File: config.mk
export PLATFORM = sky130hd
export DESIGN_NAME = operand_fetch_stage_flat
export DESIGN_NICKNAME = d
export VERILOG_FILES = /design/src/rtl/proc16_pkg.sv /design/src/rtl/operand_fetch_stage_if.sv /design/src/rtl/opf_scoreboard.sv /design/src/rtl/operand_fetch_stage.sv /design/src/flat_wrapper.sv
export SDC_FILE = /design/constraint.sdc
export NUM_CORES = 1
export LEC_CHECK = 0
export CORE_ASPECT_RATIO = 2
export CORE_MARGIN = 2
export CORE_UTILIZATION = 42
export DETAILED_ROUTE_END_ITERATION = 8
export GPL_ROUTABILITY_DRIVEN = 0
export PLACE_DENSITY = 0.95
export SLEW_MARGIN = 10
export SYNTH_ARGS = -nofsm -noshare
export SYNTH_HDL_FRONTEND = slang
export SYNTH_SLANG_ARGS = --single-unit
File: constraint.sdc
create_clock -name clk -period 5.8 [get_ports clk]
set_input_delay 1.16 -clock clk [delete_from_list [all_inputs] [get_ports clk]]
set_output_delay 1.16 -clock clk [all_outputs]
set_load 0.02 [all_outputs]
File: src/rtl/proc16_pkg.sv
// proc16_pkg
//   Shared widths for the 16-bit processor datapath.
//   DATA_W   : operand / register width
//   ADDR_W   : register address width
//   NUM_REGS : number of architectural registers (2**ADDR_W)
//   CTRL_W   : width of the opaque decoded-control bundle
//   reg_addr_t / word_t / ctrl_t are the matching vector types.
package proc16_pkg;

    localparam int DATA_W   = 16;
    localparam int ADDR_W   = 3;
    localparam int NUM_REGS = 2 ** ADDR_W;
    localparam int CTRL_W   = 8;

    typedef logic [ADDR_W-1:0] reg_addr_t;
    typedef logic [DATA_W-1:0] word_t;
    typedef logic [CTRL_W-1:0] ctrl_t;

endpackage

File: src/rtl/operand_fetch_stage_if.sv
// operand_fetch_stage_if
//   Bundles the handshake, register-file and write-back snoop signals of the
//   operand fetch stage.
//   slave  : the stage itself (consumes in_*, rf_read_data_*, wb_*, out_ready, flush)
//   master : the surrounding pipeline / register file / execute stage
interface operand_fetch_stage_if;
    import proc16_pkg::*;

    logic      flush;

    logic      in_valid;
    logic      in_ready;
    reg_addr_t in_src1;
    reg_addr_t in_src2;
    reg_addr_t in_dest;
    logic      in_dest_we;
    ctrl_t     in_ctrl;

    reg_addr_t rf_read_addr_1;
    reg_addr_t rf_read_addr_2;
    word_t     rf_read_data_1;
    word_t     rf_read_data_2;

    logic      wb_en;
    reg_addr_t wb_dest;
    word_t     wb_data;

    logic      out_valid;
    logic      out_ready;
    word_t     out_op1;
    word_t     out_op2;
    reg_addr_t out_dest;
    logic      out_dest_we;
    ctrl_t     out_ctrl;

    modport slave (
        input  flush,
        input  in_valid, in_src1, in_src2, in_dest, in_dest_we, in_ctrl,
        output in_ready,
        output rf_read_addr_1, rf_read_addr_2,
        input  rf_read_data_1, rf_read_data_2,
        input  wb_en, wb_dest, wb_data,
        output out_valid, out_op1, out_op2, out_dest, out_dest_we, out_ctrl,
        input  out_ready
    );

    modport master (
        output flush,
        output in_valid, in_src1, in_src2, in_dest, in_dest_we, in_ctrl,
        input  in_ready,
        input  rf_read_addr_1, rf_read_addr_2,
        output rf_read_data_1, rf_read_data_2,
        output wb_en, wb_dest, wb_data,
        input  out_valid, out_op1, out_op2, out_dest, out_dest_we, out_ctrl,
        output out_ready
    );

endinterface

File: src/rtl/opf_scoreboard.sv
// opf_scoreboard
//   One busy bit per architectural register, marking a write still in flight.
//   Ports:
//     clk, rst_n          clock, synchronous active-low reset
//     flush               clears every busy bit on the next edge
//     set_en / set_addr   mark a register busy (newly issued writer)
//     clr_en / clr_addr   clear a register (write-back seen)
//     q*_addr / q*_busy   three combinational lookups of the registered vector
//     busy                full registered busy vector
//   When set and clear target the same register in one cycle the set wins,
//   since the new writer is younger than the one completing.
module opf_scoreboard
    import proc16_pkg::*;
(
    input  logic                clk,
    input  logic                rst_n,
    input  logic                flush,
    input  logic                set_en,
    input  reg_addr_t           set_addr,
    input  logic                clr_en,
    input  reg_addr_t           clr_addr,
    input  reg_addr_t           q1_addr,
    input  reg_addr_t           q2_addr,
    input  reg_addr_t           q3_addr,
    output logic                q1_busy,
    output logic                q2_busy,
    output logic                q3_busy,
    output logic [NUM_REGS-1:0] busy
);

    logic [NUM_REGS-1:0] busy_reg;
    logic [NUM_REGS-1:0] busy_next;

    genvar gi;
    generate
        for (gi = 0; gi < NUM_REGS; gi++) begin : g_bit
            always_comb begin
                busy_next[gi] = busy_reg[gi];
                if (flush) begin
                    busy_next[gi] = 1'b0;
                end else if (set_en && (set_addr == reg_addr_t'(gi))) begin
                    busy_next[gi] = 1'b1;
                end else if (clr_en && (clr_addr == reg_addr_t'(gi))) begin
                    busy_next[gi] = 1'b0;
                end
            end
        end
    endgenerate

    always_ff @(posedge clk) begin
        if (!rst_n) begin
            busy_reg <= '0;
        end else begin
            busy_reg <= busy_next;
        end
    end

    assign q1_busy = busy_reg[q1_addr];
    assign q2_busy = busy_reg[q2_addr];
    assign q3_busy = busy_reg[q3_addr];
    assign busy    = busy_reg;

endmodule

File: src/rtl/operand_fetch_stage.sv
// operand_fetch_stage
//   Decode-to-execute stage: reads the register file, stalls on RAW/WAW
//   hazards tracked by an 8-entry scoreboard, and registers operands plus
//   pass-through control for execute (latency 1, full throughput).
//   Ports:
//     clk, rst_n   clock, synchronous active-low reset (priority over flush)
//     bus          operand_fetch_stage_if.slave: flush, in_* handshake,
//                  rf_read_addr/data_*, wb_* snoop, out_* handshake
//   Build option:
//     OPF_FORWARDING_EN  bypass wb_data onto matching sources in the wb cycle;
//                        undefined -> operands only from the register file.
module operand_fetch_stage
    import proc16_pkg::*;
(
    input  logic                   clk,
    input  logic                   rst_n,
    operand_fetch_stage_if.slave   bus
);

    logic src1_busy, src2_busy, dest_busy;
    logic fwd_src1, fwd_src2, fwd_dest;
    logic hazard, in_ready, accept;
    word_t op1_next, op2_next;
    logic [NUM_REGS-1:0] busy_vec;

    logic      out_valid_reg;
    word_t     out_op1_reg;
    word_t     out_op2_reg;
    reg_addr_t out_dest_reg;
    logic      out_dest_we_reg;
    ctrl_t     out_ctrl_reg;

    opf_scoreboard u_sb (
        .clk      (clk),
        .rst_n    (rst_n),
        .flush    (bus.flush),
        .set_en   (accept && bus.in_dest_we),
        .set_addr (bus.in_dest),
        .clr_en   (bus.wb_en),
        .clr_addr (bus.wb_dest),
        .q1_addr  (bus.in_src1),
        .q2_addr  (bus.in_src2),
        .q3_addr  (bus.in_dest),
        .q1_busy  (src1_busy),
        .q2_busy  (src2_busy),
        .q3_busy  (dest_busy),
        .busy     (busy_vec)
    );

`ifdef OPF_FORWARDING_EN
    // A write-back landing this cycle resolves the hazard immediately.
    assign fwd_src1 = bus.wb_en && (bus.wb_dest == bus.in_src1);
    assign fwd_src2 = bus.wb_en && (bus.wb_dest == bus.in_src2);
    assign fwd_dest = bus.wb_en && (bus.wb_dest == bus.in_dest);
    assign op1_next = fwd_src1 ? bus.wb_data : bus.rf_read_data_1;
    assign op2_next = fwd_src2 ? bus.wb_data : bus.rf_read_data_2;
`else
    // No bypass: the scoreboard clears at the wb edge, so the source is
    // released the cycle after, when the register file holds the value.
    assign fwd_src1 = 1'b0;
    assign fwd_src2 = 1'b0;
    assign fwd_dest = 1'b0;
    assign op1_next = bus.rf_read_data_1;
    assign op2_next = bus.rf_read_data_2;
`endif

    assign hazard = (src1_busy && !fwd_src1)
                 || (src2_busy && !fwd_src2)
                 || (bus.in_dest_we && dest_busy && !fwd_dest);

    assign in_ready = !bus.flush && !hazard && (!out_valid_reg || bus.out_ready);
    assign accept   = bus.in_valid && in_ready;

    always_ff @(posedge clk) begin
        if (!rst_n) begin
            out_valid_reg   <= 1'b0;
            out_op1_reg     <= '0;
            out_op2_reg     <= '0;
            out_dest_reg    <= '0;
            out_dest_we_reg <= 1'b0;
            out_ctrl_reg    <= '0;
        end else if (bus.flush) begin
            out_valid_reg   <= 1'b0;
        end else if (accept) begin
            out_valid_reg   <= 1'b1;
            out_op1_reg     <= op1_next;
            out_op2_reg     <= op2_next;
            out_dest_reg    <= bus.in_dest;
            out_dest_we_reg <= bus.in_dest_we;
            out_ctrl_reg    <= bus.in_ctrl;
        end else if (bus.out_ready) begin
            out_valid_reg   <= 1'b0;
        end
    end

    assign bus.in_ready       = in_ready;
    assign bus.rf_read_addr_1 = bus.in_src1;
    assign bus.rf_read_addr_2 = bus.in_src2;
    assign bus.out_valid      = out_valid_reg;
    assign bus.out_op1        = out_op1_reg;
    assign bus.out_op2        = out_op2_reg;
    assign bus.out_dest       = out_dest_reg;
    assign bus.out_dest_we    = out_dest_we_reg;
    assign bus.out_ctrl       = out_ctrl_reg;

    // Full vector is only observed from outside the module hierarchy.
    logic unused_busy;
    assign unused_busy = ^busy_vec;

endmodule

File: src/flat_wrapper.sv
// flat-port wrapper written by rule: the top's interface ports become plain ports
module operand_fetch_stage_flat import proc16_pkg::*;
  (clk, rst_n, bus_flush, bus_in_valid, bus_in_src1, bus_in_src2, bus_in_dest, bus_in_dest_we, bus_in_ctrl, bus_in_ready, bus_rf_read_addr_1, bus_rf_read_addr_2, bus_rf_read_data_1, bus_rf_read_data_2, bus_wb_en, bus_wb_dest, bus_wb_data, bus_out_valid, bus_out_op1, bus_out_op2, bus_out_dest, bus_out_dest_we, bus_out_ctrl, bus_out_ready);
  operand_fetch_stage_if bus_i ();
  input  logic clk;
  input  logic rst_n;
  input wire logic [$bits(bus_i.flush)-1:0] bus_flush;
  input wire logic [$bits(bus_i.in_valid)-1:0] bus_in_valid;
  input wire logic [$bits(bus_i.in_src1)-1:0] bus_in_src1;
  input wire logic [$bits(bus_i.in_src2)-1:0] bus_in_src2;
  input wire logic [$bits(bus_i.in_dest)-1:0] bus_in_dest;
  input wire logic [$bits(bus_i.in_dest_we)-1:0] bus_in_dest_we;
  input wire logic [$bits(bus_i.in_ctrl)-1:0] bus_in_ctrl;
  output wire logic [$bits(bus_i.in_ready)-1:0] bus_in_ready;
  output wire logic [$bits(bus_i.rf_read_addr_1)-1:0] bus_rf_read_addr_1;
  output wire logic [$bits(bus_i.rf_read_addr_2)-1:0] bus_rf_read_addr_2;
  input wire logic [$bits(bus_i.rf_read_data_1)-1:0] bus_rf_read_data_1;
  input wire logic [$bits(bus_i.rf_read_data_2)-1:0] bus_rf_read_data_2;
  input wire logic [$bits(bus_i.wb_en)-1:0] bus_wb_en;
  input wire logic [$bits(bus_i.wb_dest)-1:0] bus_wb_dest;
  input wire logic [$bits(bus_i.wb_data)-1:0] bus_wb_data;
  output wire logic [$bits(bus_i.out_valid)-1:0] bus_out_valid;
  output wire logic [$bits(bus_i.out_op1)-1:0] bus_out_op1;
  output wire logic [$bits(bus_i.out_op2)-1:0] bus_out_op2;
  output wire logic [$bits(bus_i.out_dest)-1:0] bus_out_dest;
  output wire logic [$bits(bus_i.out_dest_we)-1:0] bus_out_dest_we;
  output wire logic [$bits(bus_i.out_ctrl)-1:0] bus_out_ctrl;
  input wire logic [$bits(bus_i.out_ready)-1:0] bus_out_ready;
  assign bus_i.flush = bus_flush;
  assign bus_i.in_valid = bus_in_valid;
  assign bus_i.in_src1 = bus_in_src1;
  assign bus_i.in_src2 = bus_in_src2;
  assign bus_i.in_dest = bus_in_dest;
  assign bus_i.in_dest_we = bus_in_dest_we;
  assign bus_i.in_ctrl = bus_in_ctrl;
  assign bus_in_ready = bus_i.in_ready;
  assign bus_rf_read_addr_1 = bus_i.rf_read_addr_1;
  assign bus_rf_read_addr_2 = bus_i.rf_read_addr_2;
  assign bus_i.rf_read_data_1 = bus_rf_read_data_1;
  assign bus_i.rf_read_data_2 = bus_rf_read_data_2;
  assign bus_i.wb_en = bus_wb_en;
  assign bus_i.wb_dest = bus_wb_dest;
  assign bus_i.wb_data = bus_wb_data;
  assign bus_out_valid = bus_i.out_valid;
  assign bus_out_op1 = bus_i.out_op1;
  assign bus_out_op2 = bus_i.out_op2;
  assign bus_out_dest = bus_i.out_dest;
  assign bus_out_dest_we = bus_i.out_dest_we;
  assign bus_out_ctrl = bus_i.out_ctrl;
  assign bus_i.out_ready = bus_out_ready;
  operand_fetch_stage u_core (.clk(clk), .rst_n(rst_n), .bus(bus_i));
endmodule
Word level (Yosys, flattened, before mapping)
Cells that the tools add are included.
{ "classes": {"n_addsub": 0, "n_mul": 0, "div": 0, "order_cmp": 3, "eq_ne": 14, "shift": 0, "muxes": 24, "bitwise": 2, "reduce_logical": 40} }
{ "op_table": {"columns": ["op", "n"], "rows": [
  ["$eq A3 B3 Y1 const B", 8],
  ["$logic_and A1 B1 Y1", 21],
  ["$mux W1", 21],
  ["$reduce_bool A2 Y1", 9],
  ["$eq A3 B2 Y1 const B", 4],
  ["$lt A3 B4 Y1 const B", 3],
  ["$bmux W1 S3", 3],
  ["$eq A3 B1 Y1 const B", 2],
  ["$logic_not A3 Y1", 2],
  ["$logic_not A1 Y1", 3],
  ["$logic_or A1 B1 Y1", 3],
  ["$not A1 Y1", 2],
  ["$reduce_and A2 Y1", 1],
  ["$reduce_or A2 Y1", 1]
]} }
{ "word_totals": {"register_bits": 53, "latchBits": 0, "ramBits": 0, "rom_bits": 0, "output_inout_bits": 52, "memories": 0} }

Depth between registers and ports, before layout
Gate-level depths: netlist (run 1).
{ "logic_depth": {"depth_word": 11, "ltp_mapped": 8, "depth_no_buf": 5} }

Cells and area by module
A second synthesis (run 1) with hierarchy kept.
{ "hier_totals": {"cells_unflattened": 260, "area_unflattened_um2": 2454.9} }
{ "by_module_without_submodules": {"columns": ["mod", "n_inst", "cells_each", "area_each_um2"], "rows": [
  ["operand_fetch_stage", 1, 208, 1921.8],
  ["opf_scoreboard", 1, 52, 533.0]
]} }

Worst setup path after synthesis (run 1)
OpenSTA, ideal clock, no wires.
{ "synth_timing": {"kind": "in2out", "startpoint": "in bus_in_dest[0]", "endpoint": "out bus_in_ready", "t_arrival_ps": 2688, "slack_ps": 1952, "path_stages": 7, "cell_sequence": "buf_4 mux4_2 nor2_2 o31a_1 buf_4 buf_2 and3_1"} }
{ "synth_via": {"elab_chain_cells": 7} }
{ "synth_lines": {"columns": ["item", "line", "text"], "rows": [
  ["start, declared", "flat_wrapper.sv:11", "input wire logic [$bits(bus_i.in_dest)-1:0] bus_in_dest;"],
  ["$bmux W1 S3", "opf_scoreboard.sv:60", "assign q3_busy = busy_reg[q3_addr];"],
  ["$mux W1 (implied by the code)", "opf_scoreboard.sv:60", null],
  ["$logic_and A1 B1 Y1", "operand_fetch_stage.sv:69", "|| (bus.in_dest_we && dest_busy && !fwd_dest);"],
  ["$logic_or A1 B1 Y1", "operand_fetch_stage.sv:69", null],
  ["$logic_not A1 Y1", "operand_fetch_stage.sv:71", "assign in_ready = !bus.flush && !hazard && (!out_valid_reg || bus.out_ready);"],
  ["$logic_and A1 B1 Y1 (2 in series)", "operand_fetch_stage.sv:71", null],
  ["end, declared", "flat_wrapper.sv:14", "output wire logic [$bits(bus_i.in_ready)-1:0] bus_in_ready;"]
]} }
Every way passes these cells. The select of a mux whose other input is x is not followed.

Worst setup path after layout (run 1)
Same ends and word-level chain as after synthesis.

==> results of run 1 <==
-- routing by layer --
layer	share of wire	track usage
met5	0	0
met4	0.057	0.1495
met3	0.042	0.03034
met2	0.57	0.4204
met1	0.33	0.2186
-- power groups by stage --
stage	sequential (mW)	combinational (mW)	clock, mW
floorplan	0.411	0.0600	0
global placement	0.393	0.158	0
detailed placement	0.394	0.161	0
CTS	0.385	0.162	0.216
global route	0.387	0.173	0.228
finish	0.385	0.161	0.209
-- worst max-delay path: cells and delay by family --
family	cells	cell delay, ps
buffers and inverters	2	1330
multiplexers	1	560
AO/OA/AOI/OAI	1	180
AND/OR/NAND/NOR	2	300
-- stage by stage --
stage | power [mW] | utilization | cell area [sq um] | cells
floorplan | 0.4711 | - | 2366 | 274
detailed placement | 0.5551 | 0.6295 | 3412 | 417
finish | 0.7557 | 0.6461 | 3502 | 424
global route | 0.7882 | 0.6461 | 3502 | 424
global placement | 0.5511 | 0.6295 | 3412 | 417
CTS | 0.7635 | 0.6461 | 3502 | 424
-- cell families after synthesis --
group | after synthesis | synth area share
AO/OA/AOI/OAI | 108 | 0.2602
multiplexers | 9 | 0.06293
AND/OR/NAND/NOR | 69 | 0.1523
buffers and inverters | 35 | 0.07615
flip-flops | 53 | 0.4484
-- cell usage in the layout, fill, tap and decap left out, drive strengths merged, types with 3 or more instances in the layout --
cell type | Yosys | final
o31ai | 3 | 3
a21oi | 44 | 44
mux2 | 4 | 4
buf | 19 | 5
clkbuf | 13 | 6
clkdlybuf4s50 | 0 | 110
o21ai | 47 | 47
nand3 | 45 | 45
nor2 | 4 | 4
nor2b | 3 | 3
nand2 | 8 | 8
mux4 | 4 | 4
dfxtp | 53 | 53
o211ai | 3 | 3
-- cell type report --
class,instances,area share
Multi-Input combinational cell,186,0.3215
Tap cell,60,0.02144
Clock inverter,1,0.002144
Clock buffer,6,0.02358
Timing Repair Buffer,115,0.3251
Sequential cell,53,0.3030
Inverter,3,0.003215
-- cell usage after synthesis --
master    number
dfxtp_1       53
a21oi_1       44
nand3_1       44
o21ai_0       40
clkbuf_1      13
buf_4         10
buf_2          9
nand2_1        8
o21ai_1        7
mux4_2         4
mux2_2         3
nor2_1         3
nor2b_1        3
o211ai_1       3
and3_1         2
inv_1          2
o311ai_0       2
o31ai_1        2
a22oi_1        1
a311oi_1       1
a31o_2         1
a32o_1         1
clkinv_1       1
mux2_1         1
mux2i_2        1
nand2b_1       1
nand3_2        1
nand4_1        1
nor2_2         1
nor3_1         1
nor3b_1        1
nor3b_2        1
o21a_1         1
o22ai_1        1
o311a_1        1
o31a_1         1
o31ai_4        1
o41ai_2        1
or3_1          1
or4_1          1
-- worst max-delay path by stage --
stage	start	depth (start not counted)	to	slack, ps
after floorplan	bus_in_dest[0]	7	bus_in_ready	1950
after global placement	bus_in_dest[0]	6	bus_in_ready	1110
after detailed placement	bus_in_dest[0]	6	bus_in_ready	1090
after CTS	bus_in_dest[0]	6	bus_in_ready	1090
after global routing	bus_in_dest[0]	6	bus_in_ready	1020
final	bus_in_dest[0]	6	bus_in_ready	1100
==> impl_metrics.csv, run 1 <==
group,metric,value,unit
floorplan,io_pins,127,
worst_setup_path,path_class,"in -> out",
worst_setup_path,path_max_fanout,9,
worst_setup_path,critPathRequiredTime,4640,ps
routing,vias,2465,
job,cap_violations,0,
power_and_ir_drop,powerDensity,215.8,nW/um^2
routing,ant_nets,0,
synthesis,yosys_warnings,0,
global_route,antenna_found_initial,0,
worst_setup_path,r2r_start,"u_core.u_sb.busy[3]",
timing,relSlewSlack,0.4373,
routing,drc,0,
worst_setup_path,r2r_end,"u_core.bus.out_op2[15]",
timing,fin_crit_sh,0.8109,
global_route,grt_usage,0.2230,
power_and_ir_drop,swShare,0.2667,
clock_network,clockBufferDepth,2,
worst_hold_path,worstHoldStart,"u_core.bus.out_op1[13]",
worst_setup_path,reg2reg_slack,3210,ps
worst_hold_path,min_to,"u_core.bus.out_op1[13]",
synthesis,yosys.cell_types.count,40,
clock_network,cts.clk_slew.worst_paths,80,ps
floorplan,start_util,0.4365,
finish,fin_nets,439,
synthesis,synth_cells,274,
outcome,run_status,"completed",
floorplan,die_w,57.07,um
routing,wire_per_inst,16.64,um
timing,hold_viol,0,
timing,period_minus_slack,4703,ps
worst_setup_path,crit_top_cell,"clkdlybuf4s50_1",
timing,maxSlewViolCount,0,
floorplan,dieArea,6286,sq um
synthesis,syn_area,2366,sq um
finish,drive_above_1_share,0.07418,
clock_network,root_buffer,"clkbuf_8",
clock_network,cts_tree,"done",
finish,multi_input_area,1126,sq um
global_route,grt_max_degree,46,
finish,n_antenna_cell,0,
timing,hold_ws,476.2,ps
timing,worstMarginPinSlew,844.1,ps
power_and_ir_drop,peakVddDrop,0.0001814,V
timing,setup_tns,0,ps
synthesis,syn_area_per_cell,8.635,sq um
clock_network,htreeDepth,2,
worst_setup_path,start_kind,"input pin",
clock_network,post-cts-setup-buffer-count,0,
timing,clock.fmax,0.2126,GHz
global_route,grt-ovfl-total,0,
worst_hold_path,holdPathStages,2,
synthesis,synth_nets,349,
worst_setup_path,slowest_delay,720,ps
power_and_ir_drop,seqPwrFrac,0.510,
worst_setup_path,slowest_stage,"clkdlybuf4s50_1",
power_and_ir_drop,intPower,554.1,uW
finish,seq_area,1061,sq um
timing,finClkSkew,5.532,ps
placement,dp_worst_setup_slack,1092,ps
synthesis,synth.top_cell.area_share,0.4484,
routing,via_per_inst,5.814,
timing,setup_viol,0,
power_and_ir_drop,p_switching,201.6,uW
power_and_ir_drop,p_leak,1.188,nW
power_and_ir_drop,clock_power_share,0.277,
clock_network,hold_buffers,0,
synthesis,yosysSeqAreaShare,0.4484,
worst_setup_path,r2r_cells,6,
worst_setup_path,arrival,3540,ps
floorplan,die_y,110.1,um
power_and_ir_drop,p_comb_frac,0.214,
synthesis,synth-seq-cells,53,
worst_setup_path,end_kind,"primary output",
routing,drt_iter0_drc,147,
global_route,grt_pass1_vias,2448,
finish,syn_to_final_growth,48.02,%
placement,place_hpwl,5152,um
worst_setup_path,cp_cell_sequence,"clkdlybuf4s50_1, mux4_2, nor2_2, o31a_2, and3_1, clkdlybuf4s50_1",
placement,numPortBuffers,110,
clock_network,cts_resized,0,
clock_network,clk_latency,300,ps
timing,rsz0062_at_grt,"no",
timing,setup_slack,1097,ps
worst_hold_path,hp-class,"reg -> reg",
routing,drtPass1Iterations,5,
floorplan,coreArea,5420,sq um
clock_network,cts_made_buffers,5,
floorplan,rows,38,
synthesis,synth_area_leaders,"dfxtp_1, a21oi_1, nand3_1",
finish,fillCellCount,472,
clock_network,cts.sinks,53,
synthesis,synth_top_area_cell,"dfxtp_1",
global_route,grt_pass1_wl,11060,um
routing,routed_wirelength,7057,um
Note: power is estimated with default switching activity, not from simulation.
==> run 2, diff against run 1 <==
--- a/config.mk
+++ b/config.mk
@@ -7,10 +7,10 @@
 export LEC_CHECK = 0
 export CORE_ASPECT_RATIO = 2
 export CORE_MARGIN = 2
-export CORE_UTILIZATION = 42
+export CORE_UTILIZATION = 39
 export DETAILED_ROUTE_END_ITERATION = 8
 export GPL_ROUTABILITY_DRIVEN = 0
-export PLACE_DENSITY = 0.95
+export PLACE_DENSITY = 0.9
 export SLEW_MARGIN = 10
 export SYNTH_ARGS = -nofsm -noshare
 export SYNTH_HDL_FRONTEND = slang
==> constraint.sdc (replaced) <==
create_clock -name clk -period 4.6 [get_ports clk]
set_input_delay 0.92 -clock clk [delete_from_list [all_inputs] [get_ports clk]]
set_output_delay 0.92 -clock clk [all_outputs]
set_load 0.02 [all_outputs]
==> impl_metrics.csv, run 2 (same netlist as run 1, synthesis figures left out) <==
group,metric,value,unit
worst_setup_path,arrival,3300,ps
global_route,antenna_found_initial,0,
timing,setup_viol,0,
worst_setup_path,path_max_fanout,9,
worst_setup_path,slowest_stage,"clkdlybuf4s50_1",
worst_hold_path,hp-class,"reg -> reg",
timing,hold_ws,474.2,ps
clock_network,clockBufferDepth,2,
placement,place_hpwl,5184,um
clock_network,hold_buffers,0,
worst_setup_path,cp_top_family,"buffers and inverters",
worst_setup_path,slowest_delay,700,ps
worst_setup_path,crit_top_cell,"clkdlybuf4s50_1",
timing,worstMarginPinSlew,673.3,ps
finish,fin_nets,441,
finish,n_antenna_cell,0,
job,cap_violations,0,
power_and_ir_drop,p_leak,1.225,nW
floorplan,rows,40,
timing,fin_crit_sh,0.9174,
finish,most-common-layout-cells,"clkdlybuf4s50_1, dfxtp_1, nand3_1, a21oi_1, o21ai_0",
global_route,grt-ovfl-total,0,
routing,routed_wirelength,7259,um
routing,via_per_inst,5.663,
power_and_ir_drop,powerDensity,294.5,nW/um^2
floorplan,dieArea,6743,sq um
timing,rsz0062_at_grt,"no",
clock_network,root_buffer,"clkbuf_16",
worst_setup_path,cp_cell_sequence,"clkdlybuf4s50_1, mux2_2, o21ai_1, o31a_2, and3_1, clkdlybuf4s50_1",
worst_setup_path,critPathRequiredTime,3680,ps
worst_setup_path,path_class,"in -> out",
clock_network,cts_made_buffers,5,
clock_network,htreeDepth,2,
routing,wire_per_inst,16.88,um
clock_network,cts.clk_slew.worst_paths,60,ps
placement,numPortBuffers,110,
timing,hold_viol,0,
timing,finClkSkew,6.107,ps
global_route,grt_usage,0.2230,
clock_network,cts_tree,"done",
power_and_ir_drop,total_power,1.051,mW
routing,drtPass1Iterations,4,
worst_setup_path,end_kind,"primary output",
floorplan,start_util,0.3973,
global_route,grt_max_degree,46,
routing,ant_nets,0,
clock_network,clk_latency,290,ps
finish,drive_above_1_share,0.07902,
timing,relSlewSlack,0.5502,
global_route,grt_pass1_vias,2419,
finish,fillCellCount,526,
finish,layout_commonest_cell,"clkdlybuf4s50_1",
timing,clock.fmax,0.2370,GHz
floorplan,io_pins,127,
power_and_ir_drop,peakVddDrop,0.0002462,V
timing,period_minus_slack,4220,ps
floorplan,die_y,114.2,um
worst_setup_path,path_buf_inv,2,
timing,setup_tns,0,ps
global_route,grt_pass1_wl,11610,um
floorplan,die_w,59.08,um
routing,drc,0,
timing,maxSlewViolCount,0,
clock_network,cts.sinks,53,
routing,drt_iter0_drc,162,
worst_setup_path,start_kind,"input pin",
floorplan,coreArea,5956,sq um
routing,vias,2435,
outcome,run_status,"completed",
clock_network,cts_resized,0,
clock_network,post-cts-setup-buffer-count,0,
finish,syn_to_final_growth,50.87,%
==> run 2: cell types whose count changed in the layout (fill, tap and decap cells not counted) <==
cell / change
buf_4: +2
clkbuf_1: +1
clkbuf_16: +5
clkbuf_8: -6
clkinv_2: +2
clkinvlp_4: -1
==> run 2: where the power goes <==
| part | total, mW | internal, mW | switching [mW] | leakage, nW |
|---|---|---|---|---|
| sequential | 0.486 | 0.478 | 0.00850 | 0.432 |
| combinational | 0.206 | 0.103 | 0.103 | 0.723 |
| clock | 0.359 | 0.200 | 0.159 | 0.0706 |
| total | 1.05 | 0.781 | 0.270 | 1.23 |
==> run 2: path summary, 6_finish.rpt <==
path	startpoint	to	slack, ps	depth (start not counted)
setup reg to reg	u_core.u_sb.busy[3]	u_core.u_sb.busy[1]	2260	6
setup / recovery	bus_in_dest[1]	bus_in_ready	380	6
hold reg to reg	u_core.bus.out_op2[9]	u_core.bus.out_op2[9]	470	2
hold / removal	u_core.bus.out_op2[9]	u_core.bus.out_op2[9]	470	2
==> run 2: per-layer routing <==
| layer | up-vias | global-route usage | routed length [um] |
|---|---|---|---|
| met5 | - | 0 | 0 |
| met4 | 0 | 0.1152 | 264 |
| met3 | 21 | 0.03051 | 193 |
| met2 | 73 | 0.4074 | 4202 |
| met1 | 1160 | 0.2367 | 2598 |
| li1 | 1181 | - | - |
==> run 2: cell type report <==
| cell class | instances | area [sq um] | share of cell area |
|---|---|---|---|
| repair buffers | 117 | 1154 | 0.3232 |
| well taps | 63 | 78.83 | 0.02208 |
| inverters | 3 | 11.26 | 0.003155 |
| clock inverters | 2 | 10.01 | 0.002804 |
| clock buffers | 6 | 128.9 | 0.03610 |
| flip-flops and latches | 53 | 1061 | 0.2972 |
| multi-input cells | 186 | 1126 | 0.3155 |
==> run 2: worst min-delay path, stage by stage, from the launching register on <==
cell and delay, ps:
dfxtp_1 300, o21ai_0 60, a21oi_1 60
==> run 2: stage by stage <==
step | instances | setup slack (ps) | area, sq um | utilization
2_1_floorplan | 274 | 1232 | 2366 | -
3_3_place_gp | 422 | 464.5 | 3431 | 0.5761
3_5_place_dp | 422 | 367.6 | 3431 | 0.5761
4_1_cts | 430 | 370.7 | 3570 | 0.5994
5_1_grt | 430 | 327.4 | 3570 | 0.5994
6_report | 430 | 379.8 | 3570 | 0.5994
==> run 3, diff against run 2 <==
--- a/config.mk
+++ b/config.mk
@@ -10,7 +10,7 @@
 export CORE_UTILIZATION = 39
 export DETAILED_ROUTE_END_ITERATION = 8
 export GPL_ROUTABILITY_DRIVEN = 0
-export PLACE_DENSITY = 0.9
+export PLACE_DENSITY = 0.87
 export SLEW_MARGIN = 10
 export SYNTH_ARGS = -nofsm -noshare
 export SYNTH_HDL_FRONTEND = slang
==> impl_metrics.csv, run 3 (same netlist as run 1, synthesis figures left out) <==
group,metric,value,unit
finish,fillCellCount,529,
worst_hold_path,holdPathStages,2,
routing,ant_nets,0,
worst_setup_path,critPathRequiredTime,3680,ps
power_and_ir_drop,p_switching,276.7,uW
finish,seq_area,1061,sq um
worst_setup_path,reg2reg_slack,2240,ps
job,cap_violations,0,
timing,relSlewSlack,0.5971,
global_route,grt_pass1_vias,2378,
worst_hold_path,worstHoldStart,"u_core.bus.out_op1[9]",
clock_network,cts.clk_slew.worst_paths,70,ps
routing,routed_wirelength,7093,um
timing,setup_viol,0,
power_and_ir_drop,p_comb_frac,0.192,
timing,setup_tns,0,ps
timing,rsz0062_at_grt,"no",
clock_network,clk_latency,290,ps
timing,maxSlewViolCount,0,
worst_setup_path,arrival,3240,ps
clock_network,cts.sinks,53,
clock_network,post-cts-setup-buffer-count,0,
finish,layout_commonest_cell,"clkdlybuf4s50_1",
worst_setup_path,r2r_cells,6,
worst_setup_path,path_class,"in -> out",
worst_setup_path,start_kind,"input pin",
clock_network,cts_resized,0,
routing,drt_iter0_drc,158,
global_route,grt-ovfl-total,0,
timing,hold_viol,0,
global_route,grt_pass1_wl,11070,um
timing,clock.fmax,0.2406,GHz
timing,worstMarginPinSlew,604.4,ps
global_route,grt_usage,0.2158,
power_and_ir_drop,powerDensity,299.3,nW/um^2
worst_hold_path,min_to,"u_core.bus.out_op1[9]",
worst_setup_path,end_kind,"primary output",
floorplan,dieArea,6743,sq um
worst_setup_path,path_max_fanout,9,
clock_network,root_buffer,"clkbuf_16",
floorplan,start_util,0.3973,
worst_hold_path,hp-class,"reg -> reg",
timing,fin_crit_sh,0.9034,
routing,vias,2411,
floorplan,die_y,114.2,um
clock_network,cts_made_buffers,5,
floorplan,die_w,59.08,um
clock_network,cts_tree,"done",
power_and_ir_drop,peakVddDrop,0.0001756,V
power_and_ir_drop,swShare,0.2574,
clock_network,hold_buffers,0,
floorplan,rows,40,
placement,place_hpwl,5101,um
floorplan,coreArea,5956,sq um
timing,finClkSkew,4.187,ps
finish,n_antenna_cell,0,
finish,postLayoutCellArea,3591,sq um
finish,multi_input_area,1126,sq um
power_and_ir_drop,p_leak,1.237,nW
finish,fin_nets,442,
power_and_ir_drop,seqPwrFrac,0.452,
clock_network,htreeDepth,2,
clock_network,clockBufferDepth,2,
power_and_ir_drop,intPower,798.1,uW
routing,wire_per_inst,16.46,um
timing,period_minus_slack,4156,ps
outcome,run_status,"completed",
worst_setup_path,r2r_end,"u_core.bus.out_ctrl[3]",
routing,via_per_inst,5.594,
worst_setup_path,r2r_start,"u_core.u_sb.busy[3]",
finish,drive_above_1_share,0.08424,
routing,drc,0,
global_route,grt_max_degree,46,
placement,place_area,3438,sq um
placement,numPortBuffers,110,
finish,syn_to_final_growth,51.77,%
routing,drtPass1Iterations,4,
floorplan,io_pins,127,
finish,most-common-layout-cells,"clkdlybuf4s50_1, dfxtp_1, nand3_1, a21oi_1, o21ai_0",
power_and_ir_drop,clock_power_share,0.356,
global_route,antenna_found_initial,0,
-- run 3: cell count changes in the layout (fill, tap and decap cells not counted) --
cell / delta
clkinv_2: -1
clkbuf_8: +1
clkinv_4: +1
buf_4: +1
clkbuf_1: -1
-- run 3: metal layers --
layer / wire length [um] / part of all wire / up-vias / global-route usage
met3: 233 / 0.033 / 22 / 0.03842
met5: 0 / 0 / - / 0
met4: 287 / 0.040 / 0 / 0.1227
met1: 2486 / 0.35 / 1131 / 0.2155
met2: 4085 / 0.58 / 78 / 0.3970
li1: - / - / 1180 / -
-- run 3: worst max-delay path by stage --
stage          depth (start not counted)      endpoint      startpoint  slack, ps
4_1_cts                                6  bus_in_ready  bus_in_src1[0]        430
3_5_place_dp                           6  bus_in_ready  bus_in_src1[0]        430
5_1_grt                                6  bus_in_ready  bus_in_src1[0]        350
6_report                               6  bus_in_ready  bus_in_dest[1]        440
3_3_place_gp                           6  bus_in_ready  bus_in_src1[0]        450
2_1_floorplan                          7  bus_in_ready  bus_in_dest[0]       1230
-- run 3: critical path: stages --
cell and delay (ps):
clkdlybuf4s50_1 690, mux2_1 380, nor3b_2 280, o31a_2 210, and3_1 140, clkdlybuf4s50_1 610
-- run 3: layout make-up --
| class | instances | area share |
|---|---|---|
| Clock buffer | 6 | 0.03868 |
| Clock inverter | 2 | 0.003833 |
| Inverter | 3 | 0.003136 |
| Multi-Input combinational cell | 186 | 0.3136 |
| Sequential cell | 53 | 0.2955 |
| Tap cell | 63 | 0.02195 |
| Timing Repair Buffer | 118 | 0.3233 |
-- run 3: per-stage QoR --
stage | util | setup slack (ps) | hold slack [ps] | power [mW] | instances
floorplan | - | 1232 | 451.2 | 0.5940 | 274
global placement | 0.5773 | 448.7 | 459.8 | 0.6985 | 423
detailed placement | 0.5773 | 432.1 | 465.9 | 0.7029 | 423
CTS | 0.6029 | 431.5 | 474.9 | 1.088 | 431
global route | 0.6029 | 352.9 | 493.3 | 1.118 | 431
finish | 0.6029 | 444.4 | 475.0 | 1.075 | 431
-- run 3: power groups by stage --
stage,Clock [mW],Sequential [mW],Combinational (mW)
after floorplan,0,0.518,0.0756
after global placement,0,0.495,0.204
after detailed placement,0,0.496,0.207
after CTS,0.394,0.486,0.208
after global routing,0.410,0.487,0.221
final,0.383,0.486,0.206
